==> src/rtl/dds_param_decoder.sv <==
// rtl/dds_param_decoder.sv - UART byte-frame decoder producing validated DDS generator parameters
`timescale 1ns/1ps
module dds_param_decoder #(
  parameter int PHASE_W     = 15,
  parameter int AMP_W       = 11,
  parameter int OFF_W       = 12,
  parameter int TYPE_W      = 2,
  parameter int AMP_MAX     = 1200,
  parameter int PHASE_RST   = 10,
  parameter int AMP_RST     = 1200,
  parameter int TIMEOUT_CYC = 100000
) (
  input  logic               clk,
  input  logic               rst_n,
  input  logic [7:0]         rx_data,
  input  logic               rx_valid,
  output logic [PHASE_W-1:0] phase,
  output logic [AMP_W-1:0]   amplitude,
  output logic [OFF_W-1:0]   offset,
  output logic [TYPE_W-1:0]  signal_type,
  output logic               new_data_flag,
  output logic               frame_err
);

  localparam int          TMR_W     = $clog2(TIMEOUT_CYC + 1);
  localparam logic [15:0] AMP_MAX16 = 16'(AMP_MAX);

  typedef enum logic [3:0] {
    S_IDLE, S_TYPE, S_PH_H, S_PH_L, S_AMP_H, S_AMP_L, S_OFF_H, S_OFF_L, S_CHK
  } state_t;

  state_t           state, state_nxt;
  logic [TMR_W-1:0] tmr, tmr_nxt;
  logic             timeout;
  logic [7:0]       csum;
  logic [7:0]       sh_type;
  logic [15:0]      sh_phase, sh_amp, sh_off;
  logic             eval_pend, eval_good;
  logic             frame_ok;

  // Range checks work on the full 16-bit fields so oversized words are rejected, not truncated.
  always_comb begin
    frame_ok = (rx_data == csum) &&
               (sh_type <= 8'd2) &&
               (sh_amp <= AMP_MAX16) &&
               ((sh_phase >> PHASE_W) == 16'd0) &&
               ((sh_off >> OFF_W) == 16'd0);
  end

  always_comb begin
    state_nxt = state;
    tmr_nxt   = tmr;
    timeout   = 1'b0;
    if (state != S_IDLE) begin
      if (rx_valid) begin
        tmr_nxt = '0;
      end else if (tmr == TMR_W'(TIMEOUT_CYC - 1)) begin
        timeout   = 1'b1;
        tmr_nxt   = '0;
        state_nxt = S_IDLE;
      end else begin
        tmr_nxt = tmr + TMR_W'(1);
      end
    end
    if (rx_valid) begin
      case (state)
        S_IDLE:  if (rx_data == 8'hA5) state_nxt = S_TYPE;
        S_TYPE:  state_nxt = S_PH_H;
        S_PH_H:  state_nxt = S_PH_L;
        S_PH_L:  state_nxt = S_AMP_H;
        S_AMP_H: state_nxt = S_AMP_L;
        S_AMP_L: state_nxt = S_OFF_H;
        S_OFF_H: state_nxt = S_OFF_L;
        S_OFF_L: state_nxt = S_CHK;
        S_CHK:   state_nxt = S_IDLE;
        default: state_nxt = S_IDLE;
      endcase
    end
  end

  always_ff @(posedge clk or negedge rst_n) begin
    if (!rst_n) begin
      state         <= S_IDLE;
      tmr           <= '0;
      csum          <= '0;
      sh_type       <= '0;
      sh_phase      <= '0;
      sh_amp        <= '0;
      sh_off        <= '0;
      eval_pend     <= 1'b0;
      eval_good     <= 1'b0;
      phase         <= PHASE_W'(PHASE_RST);
      amplitude     <= AMP_W'(AMP_RST);
      offset        <= '0;
      signal_type   <= '0;
      new_data_flag <= 1'b0;
      frame_err     <= 1'b0;
    end else begin
      state         <= state_nxt;
      tmr           <= tmr_nxt;
      new_data_flag <= 1'b0;
      frame_err     <= 1'b0;
      eval_pend     <= 1'b0;

      if (timeout) begin
        frame_err <= 1'b1;
        sh_type   <= '0;
        sh_phase  <= '0;
        sh_amp    <= '0;
        sh_off    <= '0;
      end

      // Verdict is registered at the CHK byte and applied one edge later, atomically.
      if (eval_pend) begin
        if (eval_good) begin
          phase         <= sh_phase[PHASE_W-1:0];
          amplitude     <= sh_amp[AMP_W-1:0];
          offset        <= sh_off[OFF_W-1:0];
          signal_type   <= sh_type[TYPE_W-1:0];
          new_data_flag <= 1'b1;
        end else begin
          frame_err <= 1'b1;
        end
      end

      if (rx_valid) begin
        case (state)
          S_IDLE:  if (rx_data == 8'hA5) csum <= '0;
          S_TYPE:  begin sh_type        <= rx_data; csum <= csum ^ rx_data; end
          S_PH_H:  begin sh_phase[15:8] <= rx_data; csum <= csum ^ rx_data; end
          S_PH_L:  begin sh_phase[7:0]  <= rx_data; csum <= csum ^ rx_data; end
          S_AMP_H: begin sh_amp[15:8]   <= rx_data; csum <= csum ^ rx_data; end
          S_AMP_L: begin sh_amp[7:0]    <= rx_data; csum <= csum ^ rx_data; end
          S_OFF_H: begin sh_off[15:8]   <= rx_data; csum <= csum ^ rx_data; end
          S_OFF_L: begin sh_off[7:0]    <= rx_data; csum <= csum ^ rx_data; end
          S_CHK: begin
            eval_pend <= 1'b1;
            eval_good <= frame_ok;
          end
          default: ;
        endcase
      end
    end
  end

endmodule
==> config.mk <==
export PLATFORM = sky130hd
export DESIGN_NAME = dds_param_decoder
export DESIGN_NICKNAME = d
export VERILOG_FILES = /design/src/rtl/dds_param_decoder.sv
export SDC_FILE = /design/constraint.sdc
export NUM_CORES = 1
export LEC_CHECK = 0
export ABC_AREA = 0
export BUFFER_PORTS_ARGS = -buffer_cell sky130_fd_sc_hd__buf_2
export CORE_UTILIZATION = 54
export CTS_CLUSTER_SIZE = 40
export DETAILED_ROUTE_END_ITERATION = 7
export GPL_TIMING_DRIVEN = 0
export PLACE_DENSITY = 0.85
export REMOVE_ABC_BUFFERS = 1
export SYNTH_ARGS = -nofsm -noshare
export SYNTH_HDL_FRONTEND = slang
export SYNTH_SLANG_ARGS = --single-unit
==> constraint.sdc <==
create_clock -name clk -period 2.7 [get_ports clk]
set_input_delay 0.27 -clock clk [delete_from_list [all_inputs] [get_ports clk]]
set_output_delay 0.27 -clock clk [all_outputs]
set_load 0.05 [all_outputs]
# Word-level counts from Yosys, hierarchy flattened
# Cells that the tools add are included.
[word_totals] in_bits=11 output_inout_bits=42 reg_bits=129
[classes] reduce_logical=13 add_sub_neg=1 bitwise_logic=1 n_eq_ne=12 mux=35 order_cmp=2
[ops] operator="$mux W16" n=6
[ops] operator="$mux W8" n=10
[ops] operator="$mux W17" n=2
[ops] operator="$logic_not A16 Y1" n=2
[ops] operator="$pmux W4 S8" n=1
[ops] operator="$mux W4" n=5
[ops] operator="$add A17 B1 Y17 const B" n=1
[ops] operator="$eq A17 B17 Y1 const B" n=1
[ops] operator="$eq A4 B3 Y1 const B" n=4
[ops] operator="$le A16 B11 Y1 const B" n=1
[ops] operator="$pmux W8 S2" n=1
[ops] operator="$mux W1" n=10
[ops] operator="$eq A4 B2 Y1 const B" n=2
[ops] operator="$eq A8 B8 Y1" n=1
[ops] operator="$eq A8 B8 Y1 const B" n=1
[ops] operator="$le A8 B2 Y1 const B" n=1
[ops] operator="$xor A8 B8 Y8" n=1
[ops] operator="$reduce_or A7 Y1" n=1
[ops] operator="$eq A4 B1 Y1 const B" n=1
[ops] operator="$eq A4 B4 Y1 const B" n=1
[ops] operator="$logic_and A1 B1 Y1" n=4
[ops] operator="$logic_not A4 Y1" n=1
[ops] operator="$reduce_and A2 Y1" n=2
[ops] operator="$reduce_bool A4 Y1" n=1
[ops] operator="3 further kinds" n=3

# Depth between registers and ports, before layout
# Gate-level depths: netlist of run 1.
[depth] word_depth=7 depth_mapped=7 mapped_depth_nobuf=6

# Worst setup path before layout of run 1
# No wires, ideal clock.
[synth_timing] path_type="reg2reg" start="register tmr[0]" end="register sh_amp[10]" setup_time_ns=0.127 required_ns=2.573 stages_incl_launch_ff=8 t_arrival_ns=1.796 path_slack_ns=0.777 path_buffers=2 cell_sequence="dfrtp_1 -> ha_1 -> nand2_1 -> or4_1 -> nor4_2 -> buf_4 -> clkbuf_2 -> o21ai_0"
[synth_between] elab_chain_len=7
[synth_lines] element="start: declaration" line_no="33" rtl="logic [TMR_W-1:0] tmr, tmr_nxt;"
[synth_lines] element="start signal: assignment" line_no="100" rtl="tmr <= tmr_nxt;"
[synth_lines] element="$eq A17 B17 Y1 (*)" line_no="57" rtl="end else if (tmr == TMR_W'(TIMEOUT_CYC - 1)) begin"
[synth_lines] element="$mux W1 (*)" line_no="57"
[synth_lines] element="$mux W1 (*)" line_no="55" rtl="if (rx_valid) begin"
[synth_lines] element="$mux W1 (*)" line_no="54" rtl="if (state != S_IDLE) begin"
[synth_lines] element="$mux W16 (*)" line_no="105" rtl="if (timeout) begin"
[synth_lines] element="$mux W8" line_no="127" rtl="case (state)"
[synth_lines] element="$mux W16 (*)" line_no="126" rtl="if (rx_valid) begin"
[synth_lines] element="end signal: assignment" line_no="132" rtl="S_AMP_H: begin sh_amp[15:8] <= rx_data; csum <= csum ^ rx_data; end"
[synth_lines] element="end: declaration" line_no="37" rtl="logic [15:0] sh_phase, sh_amp, sh_off;"
# Every way passes the cells marked *; elsewhere a longest branch is shown, timed or not.
# A chain may end at the register's enable or synchronous reset.

# Worst setup path after layout of run 1
[layout_timing] start="register state[0]" end="register tmr[16]"
[layout_between] elab_chain_len=1
[layout_lines] element="start: declaration" line_no="32" rtl="state_t state, state_nxt;"
[layout_lines] element="start signal: assignment" line_no="99" rtl="state <= state_nxt;"
[layout_lines] element="$reduce_bool A4 Y1" line_no="54"
# Every way passes these cells.

==> impl_metrics.ini, run 1 <==
[job]
drv_cap = 0

[floorplanning]
placementRows = 36
die_w_um = 103
boundaryPins = 53
core_area_um2 = 9860
die_h_um = 103
start_util = 0.560
die-area_um2 = 10600

[worst_setup_path]
cp-start-kind = flop
cpMaxStageDelayCell = dfrtp_1
regToRegSetupSlack_ns = 0.42
worstSetupEndpointType = flop
crit_path_max_incr_delay_ns = 0.63
cp.arrival_ns = 2.67
ff2ff_path_depth = 6
cp.buffers_inverters = 1
path_class = reg -> reg
cp_num_cells = 6
required_ns = 3.10
crit_chain = nor4_2 > buf_4 > nor4_1 > nand3_1 > xor2_1 > nor2_1
cp_top_family = simple AND/OR/NAND/NOR gates
worstPathMaxFanout = 16

[finish]
multiInputGateArea_um2 = 2170
final_util = 0.666
synthToLayoutAreaGrowth_pct = 18.9
final_layout_size_suffix_gt1_frac = 0.228
fin_nets = 608
antenna_cells = 0
nFillCells = 694
regArea_um2 = 3240

[logic_synthesis]
synthTopCellsByCount = nand2_1 (134), dfrtp_1 (123), o21ai_0 (79)
yosysUniqueCellTypes = 43
ys_ff_latch = 129
synth_top_area_frac = 0.557
syn_avg_cell_area_um2 = 10.1
synthArstFlopShare = 1.00
netlist_area_um2 = 5520
ys_top_cells_by_area = dfrtp_1 (56%), nand2_1 (9.1%), mux2_2 (8.2%)
synth_ff_type = dfrtp_1
synth_edf_count = 0
ys_seq_area_frac = 0.586
synth_top_cell_by_area = dfrtp_1
synth_warnings = 0
netlist_instances = 546
synth_most_common_cell = nand2_1

[cts]
cts.repair.resized = 0
clockRootBuffer = clkbuf_8
cts_num_sinks = 129
cts_made_buffers = 17
h-tree-depth = 4
insertion_delay_ns = 0.52
cts.clk_slew.worst_paths_ns = 0.06
ctsLongestPathBuffers = 2
cts_tree = done

[routing]
ant_nets = 0
totalWireLength_mm = 12.6
drc = 0
viasPerCell = 5.86
first_pass_iters = 7
wl_per_cell_um = 17.0
vias = 4350
drtIter0Drc = 343

[power]
cellLeakagePower_uw = 0.00314
p_per_area_nw_per_um2 = 1060
ir_drop_mv = 0.404

[grt]
antenna_found_initial = 0
use_met3 = 0.0664
grt.overflow.total = 0
grt_use_total = 0.268
grt_max_degree = 76
grt_pass1_vias = 4411
grt_pass1_wl_mm = 21.2
grt_util_met1 = 0.319
grt.busiest_layer = met2
met2_usage = 0.455

[hold_path]
whs_path_depth = 3
hold_path.class = in -> reg

[sta]
rsz0062_at_grt = false
skew_ns = 0.00625
worst_pin_slew_ns = 0.958
hold_viol_final = 0
fmax_mhz = 439
tns_ns = 0
slew_violations = 0
fin_crit_ns = 2.28
slew-limit-headroom = 0.359
setup_viol = 0
min_period_over_period = 0.844

[placement]
dpl.hpwl_mm = 7.86
gp_congestion = 0.840
io_buffers = 52

[run_status]
status = finished clean
==> path summary, 6_finish.rpt <==
| path | from | to |
|---|---|---|
| setup / recovery | state[0] | tmr[16] |
| hold reg to reg | offset[2] | offset[2] |
| min in group asynchronous | rst_n | phase[10] |
| max in group asynchronous | rst_n | amplitude[7] |
| setup reg to reg | state[0] | tmr[16] |
| hold / removal | rx_data[7] | sh_phase[15] |
==> logic make-up (layout without fill, tap and decap cells) <==
family                     after synthesis  after routing  share of synthesized area
buffers and inverters                   32             95                     0.0238
adders and majority gates                1              1                    0.00226
xor gates and xnor gates                13             13                     0.0206
and+or+nand+nor                        235            235                      0.193
AOI/OAI and AO/OA                       96             96                     0.0935
DFF                                    129            129                      0.586
muxes                                   40             40                     0.0815
==> layout make-up <==
| class | count | area share |
|---|---|---|
| sequential | 129 | 0.493 |
| multi-input combinational | 385 | 0.331 |
| clock buffer | 21 | 0.0669 |
| timing repair buffer | 58 | 0.0531 |
| clock inverter | 11 | 0.0282 |
| tap | 133 | 0.0253 |
| inverter | 5 | 0.00286 |
==> per-stage QoR <==
step	instances	total power [µW]	setup slack (ns)	area, µm²	hold WS, ns
4_1_cts	741	6960	0.0505	6560	0.105
6_report	742	6940	0.422	6570	0.137
3_5_place_dp	708	4490	0.117	5930	0.262
2_1_floorplan	519	3950	-0.667	5410	-0.0256
5_1_grt	742	7310	0.288	6570	0.125
3_3_place_gp	704	4330	-1.94	5840	0.467
==> flip-flops by register name (all words and copies together) (netlist names) <==
| register | cells |
|---|---|
| tmr | 17 |
| sh_amp | 16 |
| sh_off | 16 |
| sh_phase | 16 |
| phase | 15 |
| offset | 12 |
| amplitude | 11 |
| csum | 8 |
| sh_type | 8 |
| state | 4 |
| signal_type | 2 |
| eval_good | 1 |
| eval_pend | 1 |
| frame_err | 1 |
| new_data_flag | 1 |
==> power by group <==
group / internal (µW) / total (µW) / switching, µW
clock network: 1610 / 2420 / 815
registers: 2490 / 2910 / 417
logic: 525 / 1610 / 1080
==> worst min-delay path, delay by kind of cell <==
| family | cells | cell delay, ns |
|---|---|---|
| buf+inv | 1 | 0.19 |
| compound gates | 1 | 0.07 |
| simple gates | 1 | 0.09 |
==> routing by layer <==
metal  share of wire  routed length, µm
met4           0.031                397
met1            0.40               5010
met5               0                  0
met3           0.062                781
met2            0.51               6450
==> timing repair <==
action	CTS	global route
hold buffers	1	0
setup endpoints to repair	0	21
hold endpoints to repair	52	0
setup buffers	0	1
==> layout by cell type, fill, tap and decap left out, types with 4 or more instances in the layout <==
master	count
nand2_1	133
dfrtp_1	123
o21ai_0	79
buf_2	51
mux2_2	40
nor2_1	28
nand2b_1	20
clkbuf_16	16
nand4_1	10
nand3_1	10
nor4_1	9
xor2_1	8
nor3_1	6
dfstp_2	6
inv_1	5
xnor2_1	5
bufinv_16	5
clkinv_2	4
Power figures use the tool's default switching activity.
==> run 2, diff against run 1 <==
==> constraint.sdc (replaced) <==
create_clock -name clk -period 2.15 [get_ports clk]
set_input_delay 0.215 -clock clk [delete_from_list [all_inputs] [get_ports clk]]
set_output_delay 0.215 -clock clk [all_outputs]
set_load 0.05 [all_outputs]
==> run 2 against run 1 <==
Final area is 1.8% higher; sequential power up 27%; setup slack worse by 0.42 ns; combinational power grew 32%; clock skew increased by 0.0024 ns; die area unchanged; maximum frequency up 6.0%; critical endpoint is now eval_good; largest cell class unchanged; highest routed layer unchanged.
==> impl_metrics.ini, run 2 (synthesis results as in run 1) <==
[run_status]
status = finished clean

[floorplanning]
boundaryPins = 53
die_h_um = 103
placementRows = 36
die_w_um = 103
core_area_um2 = 9860
start_util = 0.560
die-area_um2 = 10600

[cts]
cts_tree = done
cts_made_buffers = 17
insertion_delay_ns = 0.53
h-tree-depth = 4
cts.clk_slew.worst_paths_ns = 0.06
cts_num_sinks = 129
clockRootBuffer = clkbuf_8
ctsLongestPathBuffers = 2

[worst_setup_path]
cp.arrival_ns = 2.60
cp-start-kind = flop
worstPathMaxFanout = 15
worstSetupEndpointType = flop
required_ns = 2.60
path_class = reg -> reg

[job]
drv_cap = 0

[finish]
final_cell_mix = nand2_1 (132), dfrtp_1 (121), o21ai_0 (79)
regMostFlops = tmr
final_common_cell = nand2_1
final_util = 0.678
fin_area_um2 = 6690
synthToLayoutAreaGrowth_pct = 21.0
antenna_cells = 0
fin_nets = 614
final_cells = 748
largest_reg_flops = 17
final_layout_size_suffix_gt1_frac = 0.252

[grt]
grt_pass1_wl_mm = 21.3
grt.overflow.total = 0
grt_pass1_vias = 4432
grt_use_total = 0.270
grt_max_degree = 76
antenna_found_initial = 0

[power]
pwr-share-clk = 0.345
internal_power_uw = 5850
p_per_area_nw_per_um2 = 1330
p_seq_frac = 0.417
cellLeakagePower_uw = 0.00318
p_sw_uw = 3030
p_sw_frac = 0.341
ir_drop_mv = 0.508
power_frac_comb = 0.238

[routing]
ant_nets = 0
first_pass_iters = 5
wl_per_cell_um = 18.2
vias = 4467
viasPerCell = 5.97
drc = 0
totalWireLength_mm = 13.6
drtIter0Drc = 389

[sta]
skew_ns = 0.00866
worst_pin_slew_ns = 0.963
min_period_over_period = 1.00
tns_ns = 0
hold_viol_final = 0
setup_viol = 0
slew-limit-headroom = 0.356
fmax_mhz = 465
slew_violations = 0
worst_hold_slack_ns = 0.0777
fin_crit_ns = 2.15

[placement]
gp_congestion = 0.840
io_buffers = 52
dpl.cell_count = 708
place_area_um2 = 5930
dpl.hpwl_mm = 7.86

[hold_path]
hold_path.class = in -> reg
==> run 2: cell count changes in the layout (fill, tap and decap cells not counted), sizes merged <==
cell    delta
buf        +5
clkbuf     +1
==> run 2: final timing paths <==
kind / end / start / cells past startpoint / slack (ns)
setup / recovery: eval_good / state[1] / 5 / 0.0003
hold reg to reg: offset[2] / offset[2] / 1 / 0.50
hold / removal: sh_phase[15] / rx_data[7] / 3 / 0.08
min in group asynchronous: sh_phase[11] / rst_n / 2 / 0.21
setup reg to reg: eval_good / state[1] / 5 / 0.0003
max in group asynchronous: amplitude[10] / rst_n / 3 / 1.18
==> run 2: cell type report <==
class,count,area (µm²)
sequential,129,3240
tap,133,166
fill,665,3180
clock inverter,11,185
timing repair buffer,64,417
clock buffer,21,439
inverter,5,18.8
multi-input combinational,385,2220
==> run 2: power by group through the flow <==
stage / logic [µW] / registers, µW / clock network (µW)
5_1_grt: 2340 / 3770 / 3180
6_report: 2120 / 3700 / 3060
3_3_place_gp: 1830 / 3600 / 0
4_1_cts: 2030 / 3640 / 3080
2_1_floorplan: 1050 / 3920 / 0
3_5_place_dp: 1970 / 3660 / 0
==> run 2: worst max-delay path, cell delays in order, from the launching register on <==
cell and delay [ns]:
dfrtp_2 0.53, nor3_2 0.32, nand3_1 0.19, or4_1 0.62, a2111o_1 0.34, o21ai_2 0.07
==> run 2: stage by stage <==
stage	worst slack, ns	power (µW)
after global placement	-2.49	5430
after floorplan	-1.22	4960
after global routing	-0.0979	9290
after detailed placement	-0.433	5630
final	0.000286	8880
after CTS	-0.0124	8750
==> run 2: routing by layer <==
layer	share of wire	GRT usage	vias up
met4	0.034	0.128	0
met1	0.39	0.317	2196
met3	0.065	0.0705	47
met2	0.51	0.464	248
met5	0	0	-
li1	-	-	1976
==> run 2: timing repair <==
action / CTS / global route
pin swaps: 1 / 2
gates cloned: 0 / 1
gates resized for setup: 2 / 11
setup buffers: 1 / 5
setup endpoints to repair: 60 / 35
endpoints found under the hold margin: 54 / 0
hold buffers: 1 / 0
